<file path="config.mk">
export PLATFORM = sky130hd
export DESIGN_NAME = md4_round_sequencer
export DESIGN_NICKNAME = d
export VERILOG_FILES = /design/src/rtl/md4_round_sequencer.sv
export SDC_FILE = /design/constraint.sdc
export NUM_CORES = 2
export LEC_CHECK = 0
export ABC_AREA = 1
export BUFFER_PORTS_ARGS = -buffer_cell sky130_fd_sc_hd__buf_2
export CORE_AREA = 2 2 411 372
export DETAILED_ROUTE_END_ITERATION = 8
export DIE_AREA = 0 0 413 374
export GPL_TIMING_DRIVEN = 0
export PLACE_DENSITY = 0.55
export SLEW_MARGIN = 30
export SYNTH_ARGS = -nofsm -noshare
export SYNTH_HDL_FRONTEND = slang
export SYNTH_SLANG_ARGS = --single-unit
</file>
<file path="constraint.sdc">
create_clock -name clk -period 14.55 [get_ports clk]
set_input_delay 2.1825 -clock clk [delete_from_list [all_inputs] [get_ports clk]]
set_output_delay 2.1825 -clock clk [all_outputs]
set_load 0.01 [all_outputs]
</file>
<file path="src/rtl/md4_round_sequencer.sv">
// Iterative MD4 compression core: one shared step datapath, one step per clock.
// Accepts a block plus chaining state via start/ready and reports the new state with a done pulse.
module md4_round_sequencer #(
    parameter int ROUNDS    = 3,
    parameter bit FINAL_ADD = 1'b1
) (
    input  logic         clk,
    input  logic         rst_n,
    input  logic         start,
    output logic         ready,
    input  logic         use_iv,
    input  logic [31:0]  chain_a,
    input  logic [31:0]  chain_b,
    input  logic [31:0]  chain_c,
    input  logic [31:0]  chain_d,
    input  logic [511:0] blk,
    output logic         busy,
    output logic         done,
    output logic [31:0]  dig_a,
    output logic [31:0]  dig_b,
    output logic [31:0]  dig_c,
    output logic [31:0]  dig_d
);

    localparam logic [1:0] ST_IDLE = 2'd0;
    localparam logic [1:0] ST_RUN  = 2'd1;
    localparam logic [1:0] ST_FIN  = 2'd2;

    localparam logic [5:0] LAST_STEP = 6'(16 * ROUNDS - 1);

    logic [1:0]   state;
    logic [5:0]   cnt;
    logic [511:0] words;
    logic [31:0]  a, b, c, d;
    logic [31:0]  h0, h1, h2, h3;

    logic [1:0]   rnd;
    logic [3:0]   j;
    logic [3:0]   k;
    logic [31:0]  fval;
    logic [31:0]  kconst;
    logic [4:0]   shamt;
    logic [31:0]  w;
    logic [31:0]  t;
    logic [63:0]  dbl;
    logic [31:0]  n;

    assign rnd = cnt[5:4];
    assign j   = cnt[3:0];

    // Round-dependent boolean function, additive constant, word index and shift.
    always_comb begin
        k      = j;
        fval   = (b & c) | (~b & d);
        kconst = 32'h0000_0000;
        shamt  = 5'd3;
        case (rnd)
            2'd1: begin
                k      = {j[1:0], j[3:2]};
                fval   = (b & c) | (b & d) | (c & d);
                kconst = 32'h5A82_7999;
                case (j[1:0])
                    2'd0:    shamt = 5'd3;
                    2'd1:    shamt = 5'd5;
                    2'd2:    shamt = 5'd9;
                    default: shamt = 5'd13;
                endcase
            end
            2'd2: begin
                k      = {j[0], j[1], j[2], j[3]};
                fval   = b ^ c ^ d;
                kconst = 32'h6ED9_EBA1;
                case (j[1:0])
                    2'd0:    shamt = 5'd3;
                    2'd1:    shamt = 5'd9;
                    2'd2:    shamt = 5'd11;
                    default: shamt = 5'd15;
                endcase
            end
            default: begin
                case (j[1:0])
                    2'd0:    shamt = 5'd3;
                    2'd1:    shamt = 5'd7;
                    2'd2:    shamt = 5'd11;
                    default: shamt = 5'd19;
                endcase
            end
        endcase
    end

    // The upper half of the doubled word shifted left is the 32-bit rotate.
    assign w   = words[{k, 5'b00000} +: 32];
    assign t   = a + fval + w + kconst;
    assign dbl = {t, t} << shamt;
    assign n   = dbl[63:32];

    assign ready = (state == ST_IDLE);
    assign busy  = (state == ST_RUN) || (state == ST_FIN);

    always_ff @(posedge clk) begin
        if (!rst_n) begin
            state <= ST_IDLE;
            cnt   <= 6'd0;
            words <= '0;
            a     <= 32'd0;
            b     <= 32'd0;
            c     <= 32'd0;
            d     <= 32'd0;
            h0    <= 32'd0;
            h1    <= 32'd0;
            h2    <= 32'd0;
            h3    <= 32'd0;
            dig_a <= 32'd0;
            dig_b <= 32'd0;
            dig_c <= 32'd0;
            dig_d <= 32'd0;
            done  <= 1'b0;
        end else begin
            done <= 1'b0;
            case (state)
                ST_IDLE: begin
                    if (start) begin
                        words <= blk;
                        cnt   <= 6'd0;
                        state <= ST_RUN;
                        if (use_iv) begin
                            a  <= 32'h6745_2301;
                            b  <= 32'hEFCD_AB89;
                            c  <= 32'h98BA_DCFE;
                            d  <= 32'h1032_5476;
                            h0 <= 32'h6745_2301;
                            h1 <= 32'hEFCD_AB89;
                            h2 <= 32'h98BA_DCFE;
                            h3 <= 32'h1032_5476;
                        end else begin
                            a  <= chain_a;
                            b  <= chain_b;
                            c  <= chain_c;
                            d  <= chain_d;
                            h0 <= chain_a;
                            h1 <= chain_b;
                            h2 <= chain_c;
                            h3 <= chain_d;
                        end
                    end
                end
                ST_RUN: begin
                    a   <= d;
                    b   <= n;
                    c   <= b;
                    d   <= c;
                    cnt <= cnt + 6'd1;
                    if (cnt == LAST_STEP) begin
                        state <= ST_FIN;
                    end
                end
                ST_FIN: begin
                    if (FINAL_ADD) begin
                        dig_a <= h0 + a;
                        dig_b <= h1 + b;
                        dig_c <= h2 + c;
                        dig_d <= h3 + d;
                    end else begin
                        dig_a <= a;
                        dig_b <= b;
                        dig_c <= c;
                        dig_d <= d;
                    end
                    done  <= 1'b1;
                    state <= ST_IDLE;
                end
                default: begin
                    state <= ST_IDLE;
                end
            endcase
        end
    end

endmodule
</file>
After elaboration in Yosys (flattened, before gate mapping)
Cells that the tools add are included.

Bits in registers: 905. Bits in latches: 0. Bits in writable memories: 0. Bits in read-only memories: 0. Bits of input ports: 644. Output and inout bits: 131. Logic and storage cells: 77. Memories: 0.

Add/sub/neg operators: 8. $mul: 0. Div/mod/pow operators: 0. $lt $le $gt $ge: 0. Equal/unequal tests: 9. Shift-type cells: 2. Muxes and demuxes: 25. Bitwise logic cells: 10. Reductions and logical operators: 7.

Operators by type and width (number): indexed part select 512 x 10 -> 32 bit (1); one-hot mux 32 bit (2 select lines) (5); 2-to-1 mux 32 bit (8); adder 32 bit (7); bitwise AND 32 bit (4); OR 32 bit (3); left shift 64 x 5 -> 64 bit (1); XOR 32 bit (2); one-hot mux 31 bit (2 select lines) (1); NOT 32 bit (1); one-hot mux 4 bit (3 select lines) (2); one-hot mux 5 bit (3 select lines) (1); one-hot mux 6 bit (2 select lines) (1); one-hot mux 5 bit (2 select lines) (1); one-hot mux 4 bit (2 select lines) (1); adder 6 x 1 -> 6 bit, second input constant (1); == test 2 x 1 -> 1 bit, second input constant (3); == test 2 bit, second input constant (3); == test 6 bit, second input constant (1); 2-to-1 mux 6 bit (1); AND reduction 2 bit (3); logical NOT 2 bit (2); 2-to-1 mux 2 bit (2); one-hot mux 2 bit (2 select lines) (1); other kinds (5) (5).

Longest topological paths before layout
Depth after elaboration: 9. Depth in mapped cells: 35. Depth with buffers taken out: 31.

Least setup slack after synthesis
No wires, ideal clock.

Path type: register to register. Start point: reg cnt[4]. End point: reg b[28]. Arrival time: 5059 ps. Data required time: 14428 ps. Setup slack: 9369 ps. Stages on the path, launching flop included: 35. Path through: dfxtp_1 > inv_1 > ha_1 > buf_6 > inv_6 > nand3_4 > nand2_4 > buf_4 > buf_2 > clkbuf_1 > o21ai_0 > o22ai_1 > o221ai_1 > nand2_1 > fa_1 > ha_1 > ha_1 > inv_1 > fa_1 > o21ai_2 > nand2_1 > nand2_1 > nand2_1 > nand2_1 > nand2_1 > nand2_1 > nand2_1 > nand3_2 > nand3_1 > nand3_1 > nand3_1 > nand2_1 > inv_1 > nand2_1 > a21oi_2.

Word-level cells in the longest chain between the ends: 7. Elaborated cells between the ends (all ways): 12. Those cells by class: add/sub (3); eq/ne (2); shift (2); mux (5).

Ends and longest elaborated chain: start, declared (line 32) `logic [5:0] cnt;`; start signal, assigned (line 152) `cnt <= cnt + 6'd1;`; == test 2 bit or == test 2 x 1 -> 1 bit (tied branches) (line 57) `case (rnd)`; one-hot mux 4 bit (2 select lines) or one-hot mux 32 bit (2 select lines) (tied branches) (line 57); indexed part select 512 x 10 -> 32 bit or adder 32 bit (tied branches) (line 92, 93); adder 32 bit (2 in a row) (line 93) `assign t = a + fval + w + kconst;`; left shift 64 x 5 -> 64 bit * (line 94) `assign dbl = {t, t} << shamt;`; one-hot mux 32 bit (2 select lines) * (line 120) `case (state)`; end signal, assigned (line 137) `b <= chain_b;`; end signal, assigned (line 149) `b <= n;`; end, declared (line 34) `logic [31:0] a, b, c, d;`.

Mark *: on every way between the ends. The rest lies on a longest branch, timed or not. A chain may end at the register's enable or synchronous reset.

Worst setup path in the final report
Start point: reg cnt[4]. End point: reg b[8].

Same word-level chain as after synthesis.

==> results.txt <==
Placed insts: 10,020
Initial antenna violation count: 40
Final period util: 57.84%
Synth cell count leaders: 1,309 x nor2_1, 1,109 x o21ai_0, 905 x dfxtp_1, 836 x nand2_1, 715 x a21oi_1
Syn_area_per_cell: 7.001 um2
Initial DRC Count: 7,419
Area contributors post-synth: dfxtp_1 36%, o21ai_0 11%, nor2_1 9.7%
Routed len/inst: 28.54 um
Detail Placement HPWL: 242,500 um
Antenna Violating Nets Remaining: 0
Hold Buf Count CTS: 0
Worst path slowest cell: o22ai_1
Net Count, Synth: 8,201
Pwr dens: 218.6 nW/um2
Die height: 374 um
Slew HR: 24.51%
Register Area: 18,120 um2
Die ar.: 154,500 um2
Top achievable clock speed: 118.8 MHz
Clock slew seen by the registers of the worst setup and hold paths: 80 ps
WL met2: 116,600 um
Cell Area, Synth: 50,820 um2
Post-cts resize count: 0
Max clock buf depth: 3
WL met1: 132,800 um
Detail Route met3 WL: 29,730 um
Nets: 9,088
Vias in the first global route: 52,690
Skew-Pair Late Insertion Delay: 770 ps
Slowest cell delay on critical path: 790 ps
Worst hold path class: reg2reg
Cell variety after synth: 60
Status: finished clean
Setup TNS: 0 ps
Post-synthesis mux area share: 0.03939%
Max IR drop VDD: 0.0001169 V
Routed vias: 57,800
GR Overflow Total: 0
Fin crit period: 8416 ps
Total GRT Usage: 36.33%
Multi-input logic area: 28,780 um2
Total Wirelength: 292,200 um
CTS tree: built
Final hold vios: 0
Initial Util: 33.88%
Yosys top cell area share: 35.65%
Worst-Margin Slew: 1132 ps
First-pass GRT wire length: 398,900 um
Largest family of logic cells by synthesized area: compound AO/OA/AOI/OAI gates
Via density: 5.645
Final core utilization: 40.82%
XOR/XNOR share of the synthesized area: 1.790%
Max-Cap Viols: 0
PortBufs: 773
Largest area contributor in the netlist: dfxtp_1
Chip width: 413 um
DRC violations left: 0
Fraction of the mapped netlist area in simple logic gates: 21.38%
Post-DP Area: 57,390 um2
Final Max Slew Viols: 0
Main flop type after synthesis: dfxtp_1
Final setup skew: 47.45 ps
Lkg Pwr: 28.07 nW
I/O Pins: 775
DR top layer: met5
Setup crit end kind: register
Register area share after synthesis: 35.65%
Root buffer cell: clkbuf_16
Non-Filler Instances: 10,240
Final setup viols: 0
Crit path launch type: register
Post-CTS setup buffer count: 0
Post-synth EDFFs: 0
Area Overhead vs Synth: 20.49%
Clock Sinks: 905
Synthesis warning total: 0
Worst-path maximum fanout: 10
Post-synthesis adder-cell area fraction: 8.681%
Yosys reg bits: 905
CP Class: reg2reg
Worst Path Required: 15,210 ps
Layout cells sized above 1: 14.09%
Critical Path AT: 9080 ps
Top-count cell post-synth: nor2_1
RSZ-0062 raised after global routing: no
Syn Inst Count: 7,259
Post-route design area: 61,230 um2
First-pass iteration count of the detailed router: 6
H-Tree Depth: 3
Core Area: 150,000 um2
Post-synth ARST share: 0%
Final Wtd Congestion: 1.068
Largest net degree at the start of global routing: 17
# fillers: 16,170
# rows: 135
CTS Buf Count: 104
Compound-Gate Fraction of Synth Area: 24.62%
## cell type report
cell class              instances  share of cell area, %
multi-input cells            5322                  47.00
flip-flops and latches        905                  29.59
repair buffers                781                  6.567
clock buffers                 144                  4.871
well taps                    1986                  4.058
plain buffers                 505                  3.329
inverters                     527                  3.239
clock inverters                50                  1.275
diodes                         19                0.07765
## registers in the layout, indices dropped and copies added, names as in the netlist, 32 cells and up
signal	count
h2	32
d	32
dig_a	32
h1	32
b	32
a	32
words	512
h3	32
dig_b	32
dig_c	32
c	32
dig_d	32
h0	32
## critical path, delay by kind of cell (launching register included)
kind                     cells  cell delay (ps)
AND/OR/NAND/NOR             12             2150
buffers and inverters        6             1830
adder cells (fa/ha/maj)      4             1890
flip-flops                   1              360
AO/OA/AOI/OAI                7             2070
## logic make-up after synthesis
family	count (synthesis)
AOI/OAI and AO/OA	2262
xor gates and xnor gates	103
adders and majority gates	298
buffers and inverters	1032
DFF	905
muxes	2
and+or+nand+nor	2657
## metal layers
layer  global-route usage [%]  up-vias
met5                        0        -
met4                    13.32       22
met3                    8.970      533
met2                    50.89     3042
met1                    53.05    27930
li1                         -    26270
## placed cells by master, fill, tap and decap left out, types with 105 or more instances in the layout
cell / n
nand2_1: 836
nor2_1: 1309
o211ai_1: 105
dfxtp_1: 905
ha_1: 207
a21oi_1: 715
clkbuf_1: 412
inv_1: 518
buf_2: 822
nand3_1: 317
o21ai_0: 1109
## stage by stage
| stage | setup WS (ps) | hold WS (ps) | power [mW] |
|---|---|---|---|
| after floorplan | 9369 | 429.7 | 7.368 |
| after global placement | 6538 | 440.6 | 10.13 |
| after detailed placement | 6580 | 446.7 | 10.21 |
| after CTS | 6535 | 455.4 | 13.13 |
| after global routing | 6043 | 472.7 | 14.01 |
| final | 6134 | 454.5 | 13.38 |
## final timing paths
check            start   endpoint  slack [ps]  depth (start not counted)
min          words[11]  words[11]         450                          2
min reg2reg  words[11]  words[11]         450                          2
max reg2reg     cnt[4]       b[8]        6130                         29
max             cnt[4]       b[8]        6130                         29
## report_power, final
part | internal, mW | switching, mW
Sequential | 3.21 | 0.849
Clock | 1.70 | 1.23
Combinational | 1.91 | 4.49
Total | 6.81 | 6.57
Note: power is estimated with default switching activity, not from simulation.
